--- config.mk ---
export PLATFORM = sky130hd
export DESIGN_NAME = seq_pattern_gen
export DESIGN_NICKNAME = d
export VERILOG_FILES = /design/src/rtl/seq_gen_pkg.sv /design/src/rtl/bit_tick_div.sv /design/src/rtl/seq_pattern_gen.sv
export SDC_FILE = /design/constraint.sdc
export NUM_CORES = 1
export LEC_CHECK = 0
export CAP_MARGIN = 20
export CORE_MARGIN = 3
export CORE_UTILIZATION = 57
export CTS_BUF_LIST = sky130_fd_sc_hd__clkbuf_16
export CTS_CLUSTER_SIZE = 25
export DETAILED_ROUTE_END_ITERATION = 10
export PLACE_DENSITY = 0.95
export SLEW_MARGIN = 20
export SYNTH_ARGS = -nofsm -noshare
export SYNTH_HDL_FRONTEND = slang
export SYNTH_SLANG_ARGS = --single-unit
export TNS_END_PERCENT = 50
--- constraint.sdc ---
create_clock -name clk -period 5.2 [get_ports clk]
set_input_delay 1.04 -clock clk [delete_from_list [all_inputs] [get_ports clk]]
set_output_delay 1.04 -clock clk [all_outputs]
set_load 0.01 [all_outputs]
--- src/rtl/seq_gen_pkg.sv ---
// Shared state encoding and helpers for the serial test-pattern generator.
package seq_gen_pkg;

    localparam logic [1:0] IDLE_ENC  = 2'd0;
    localparam logic [1:0] SHIFT_ENC = 2'd1;
    localparam logic [1:0] DONE_ENC  = 2'd2;

    typedef enum logic [1:0] {
        IDLE  = IDLE_ENC,
        SHIFT = SHIFT_ENC,
        DONE  = DONE_ENC
    } state_t;

    // Requested lengths beyond the shadow register size send the whole word.
    function automatic int clamp_len(input int len, input int width);
        return (len > width) ? width : len;
    endfunction

endpackage

--- src/rtl/bit_tick_div.sv ---
// Bit-period divider: counts DIV cycles per bit and raises a registered tick
// in the last cycle of each period.
module bit_tick_div #(
    parameter int DIV = 4
) (
    input  logic clk,
    input  logic rst,
    input  logic run,
    input  logic load,
    output logic tick
);

    localparam int CW = (DIV > 1) ? $clog2(DIV) : 1;

    logic [CW-1:0] div_cnt_q, div_cnt_d;
    logic          tick_q, tick_d;

    // The tick flop looks at the next count so it lines up with div_cnt==DIV-1.
    always_comb begin
        div_cnt_d = div_cnt_q;
        if (!run || load) begin
            div_cnt_d = '0;
        end else if (div_cnt_q == CW'(DIV - 1)) begin
            div_cnt_d = '0;
        end else begin
            div_cnt_d = div_cnt_q + CW'(1);
        end
        tick_d = run && (div_cnt_d == CW'(DIV - 1));
    end

    always_ff @(posedge clk or negedge rst) begin
        if (!rst) begin
            div_cnt_q <= '0;
            tick_q    <= 1'b0;
        end else begin
            div_cnt_q <= div_cnt_d;
            tick_q    <= tick_d;
        end
    end

    assign tick = tick_q;

endmodule

--- src/rtl/seq_pattern_gen.sv ---
// Serial test-pattern generator: captures a word and shifts it out MSB-first,
// one bit per DIV cycles, optionally repeating until stopped.
module seq_pattern_gen
    import seq_gen_pkg::*;
#(
    parameter  int WIDTH = 8,
    parameter  int DIV   = 4,
    localparam int LENW  = $clog2(WIDTH + 1)
) (
    input  logic             clk,
    input  logic             rst,
    input  logic             start,
    input  logic             stop,
    input  logic             rep_en,
    input  logic [WIDTH-1:0] pattern_in,
    input  logic [LENW-1:0]  len_in,
    output logic             x_out,
    output logic             bit_stb,
    output logic             busy,
    output logic             done
);

    localparam int IW = (WIDTH > 1) ? $clog2(WIDTH) : 1;

    state_t           state_q, state_d;
    logic [LENW-1:0]  idx_q, idx_d;
    logic [LENW-1:0]  len_q, len_d;
    logic [WIDTH-1:0] shadow_q, shadow_d;
    logic             x_q, x_d;
    logic             busy_q, busy_d;
    logic             done_q, done_d;
    logic             tick;
    logic             div_run;
    logic             div_load;

    bit_tick_div #(
        .DIV (DIV)
    ) u_div (
        .clk  (clk),
        .rst  (rst),
        .run  (div_run),
        .load (div_load),
        .tick (tick)
    );

    // Outputs are derived from the next state so every output is a flop.
    always_comb begin
        state_d  = state_q;
        idx_d    = idx_q;
        len_d    = len_q;
        shadow_d = shadow_q;

        case (state_q)
            IDLE: begin
                if (start && !stop) begin
                    shadow_d = pattern_in;
                    len_d    = LENW'(clamp_len(int'(len_in), WIDTH));
                    if (len_d == '0) begin
                        state_d = DONE;
                    end else begin
                        state_d = SHIFT;
                        idx_d   = len_d - LENW'(1);
                    end
                end
            end
            SHIFT: begin
                if (tick) begin
                    if (idx_q == '0) begin
                        if (rep_en) begin
                            idx_d = len_q - LENW'(1);
                        end else begin
                            state_d = DONE;
                        end
                    end else begin
                        idx_d = idx_q - LENW'(1);
                    end
                end
            end
            DONE: begin
                state_d = IDLE;
            end
            default: begin
                state_d = IDLE;
            end
        endcase

        if (stop) begin
            state_d = IDLE;
        end

        div_run  = (state_d == SHIFT);
        div_load = (state_q != SHIFT);
        busy_d   = (state_d == SHIFT);
        done_d   = (state_d == DONE);
        x_d      = (state_d == SHIFT) ? shadow_d[idx_d[IW-1:0]] : 1'b0;
    end

    always_ff @(posedge clk or negedge rst) begin
        if (!rst) begin
            state_q  <= IDLE;
            idx_q    <= '0;
            len_q    <= '0;
            shadow_q <= '0;
            x_q      <= 1'b0;
            busy_q   <= 1'b0;
            done_q   <= 1'b0;
        end else begin
            state_q  <= state_d;
            idx_q    <= idx_d;
            len_q    <= len_d;
            shadow_q <= shadow_d;
            x_q      <= x_d;
            busy_q   <= busy_d;
            done_q   <= done_d;
        end
    end

    assign x_out   = x_q;
    assign bit_stb = tick;
    assign busy    = busy_q;
    assign done    = done_q;

endmodule

==> results.cfg <==
[run_status]
status = completed

[grt]
globalRouteMet1Util = 0.2850
grt_pass1_wl_um = 5023
antenna_found_initial = 0
use_met3 = 0.03542
met2_usage = 0.4134
grt_usage = 0.2398
grt_pass1_vias = 1137
gr-max-usage-layer = met2
grt_start_max_net_pins = 25
grt_overflow = 0

[timing]
setup_tns_ps = 0
period_needed_ps = 3796
finalCritPeriodShare = 0.7300
slew_headroom = 0.3003
fin_ws_ps = 1404
hold_viol = 0
maxSlewViolCount = 0
worstMarginPinSlew_ps = 1042
fmax_ghz = 0.2634
rsz0062_at_grt = no
fin_worst_skew_ps = 1.057
setup_viol = 0
fin_hold_ws_ps = 468.4

[clocking]
clock-sinks = 24
cts_hold_buf = 0
root_buffer = clkbuf_16
cts.path.max_buffers = 2
clkTransAtPathRegs_ps = 60
postCtsSetupBuffers = 0
cts_resized = 0
h-tree-depth = 1
clock_latency_ps = 260
cts_buffers = 3
cts_tree = done

[synthesis]
synth_top_cell_by_area = dfrtp_1
yosys_warnings = 0
seq_area_frac_synth = 0.4428
async_reset_ff_frac = 1.000
synthFlopType = dfrtp_1
synth_edf_count = 0
synth.most_common_cell = nand2_1
avgSynthCellArea_um2 = 9.103
synth.ff_latch_count = 24
synth_top_area_share = 0.4428
syn_inst = 149
synth.top_cells.by_count = nand2_1, dfrtp_1, nor3_1
netlist_top_cells_area = dfrtp_1, nand2_1, ha_1
netlist_area_um2 = 1356
synth_cell_types = 34
syn_nets = 172

[placement]
placed_cell_area_um2 = 1546
port_buffers = 20
pre_cts_ws_ps = 1285
hpwl_um = 2218
place.gp.congestion = 0.9490

[critical_path]
start_kind = primary input
crit_fanout = 7
endpoint_kind = flip-flop
critPathKind = in -> reg
worstPathArrival_ps = 3940
crit_required_ps = 5340

[power]
report.power.total_mw = 0.5067
ir_drop_uv = 234.9
powerDensity_nw_per_um2 = 312.7
p_leak_nw = 0.7366

[route]
wl_um = 3050
wire_per_inst_um = 15.64
drcViolationCount = 0
vias_per_cell = 5.944
drtIter0Drc = 49
antenna_left = 0
first_pass_iters = 4
vias = 1159

[die]
die_w_um = 54.78
io_pins = 21
initial_core_util = 0.6073
die_y_um = 54.78
dieArea_um2 = 3001
rows = 17
core_um2 = 2233

[flow_run]
max_cap_violations = 0

[worst_hold_path]
hold_path.class = reg -> reg

[layout]
seq_area_um2 = 600.6
area_delta_synth_final_pct = 19.46
multiInputGateArea_um2 = 691.9
n_antenna_cell = 0
fin_area_um2 = 1620
drive_above_1_share = 0.03593
final_nets = 191
n_fill_cell = 157
critical path: stages:
cell and delay (ps):
clkdlybuf4s50_1 570, nand2b_1 230, ha_1 190, nor3b_1 680, o21a_1 210, o2bb2ai_1 130
or2_1 240, mux2i_1 230, nor2_1 60, o311a_1 340
placed cells by master, fill, tap and decap left out, drive strengths merged, types with 3 or more instances in the layout:
master and count:
o211ai 3, mux2i 4, nor3 11, ha 6
nand2b 7, dfrtp 24, nor2b 3, nand2 34
nor2 6, a21oi 3, clkbuf 3, clkdlybuf4s50 19
nor3b 4, o21ai 10, inv 5
final timing paths:
check	from	endpoint	slack, ps	depth (start not counted)
max in group asynchronous	rst	u_div.tick$_DFF_PN0_	4090	1
min reg2reg	u_div.div_cnt_q[0]$_DFF_PN0_	u_div.tick$_DFF_PN0_	470	1
max	len_in[3]	x_out$_DFF_PN0_	1400	10
min in group asynchronous	rst	len_q[3]$_DFFE_PN0P_	750	1
max reg2reg	idx_q[0]$_DFF_PN0_	x_out$_DFF_PN0_	2540	9
min	u_div.div_cnt_q[0]$_DFF_PN0_	u_div.tick$_DFF_PN0_	470	1
power breakdown:
part | internal (mW) | switching [mW]
Combinational | 0.0517 | 0.0619
Clock | 0.103 | 0.0624
Sequential | 0.210 | 0.0183
sequential cells by signal, summed over array words and instances (netlist names):
name             count
len_q                4
u_div.div_cnt_q      2
idx_q                4
busy                 1
x_out                1
state_q              2
done                 1
u_div.tick           1
shadow_q             8
cells by family after synthesis:
| group | Yosys count | share of synthesized area |
|---|---|---|
| adder cells (fa/ha/maj) | 6 | 0.05535 |
| AO/OA/AOI/OAI | 29 | 0.1430 |
| buffers and inverters | 11 | 0.04705 |
| XOR/XNOR | 2 | 0.01292 |
| AND/OR/NAND/NOR | 72 | 0.2611 |
| multiplexers | 5 | 0.03782 |
| flip-flops | 24 | 0.4428 |
layer usage:
layer  wire length [um]  vias to the layer above
li1                   -                      560
met1               1199                      539
met2               1634                       53
met3                164                        7
met4                 52                        0
met5                  0                        -
layout make-up:
type | count | area share
inverters | 5 | 0.01158
repair buffers | 20 | 0.1205
clock buffers | 3 | 0.04633
flip-flops and latches | 24 | 0.3707
multi-input cells | 114 | 0.4270
well taps | 28 | 0.02162
clock inverters | 1 | 0.002317
per-stage QoR:
stage	utilization	cells
after floorplan	-	149
after global placement	0.6924	191
after detailed placement	0.6924	191
after CTS	0.7277	195
after global routing	0.7255	195
final	0.7255	195
(Power assumes the default switching activity.)
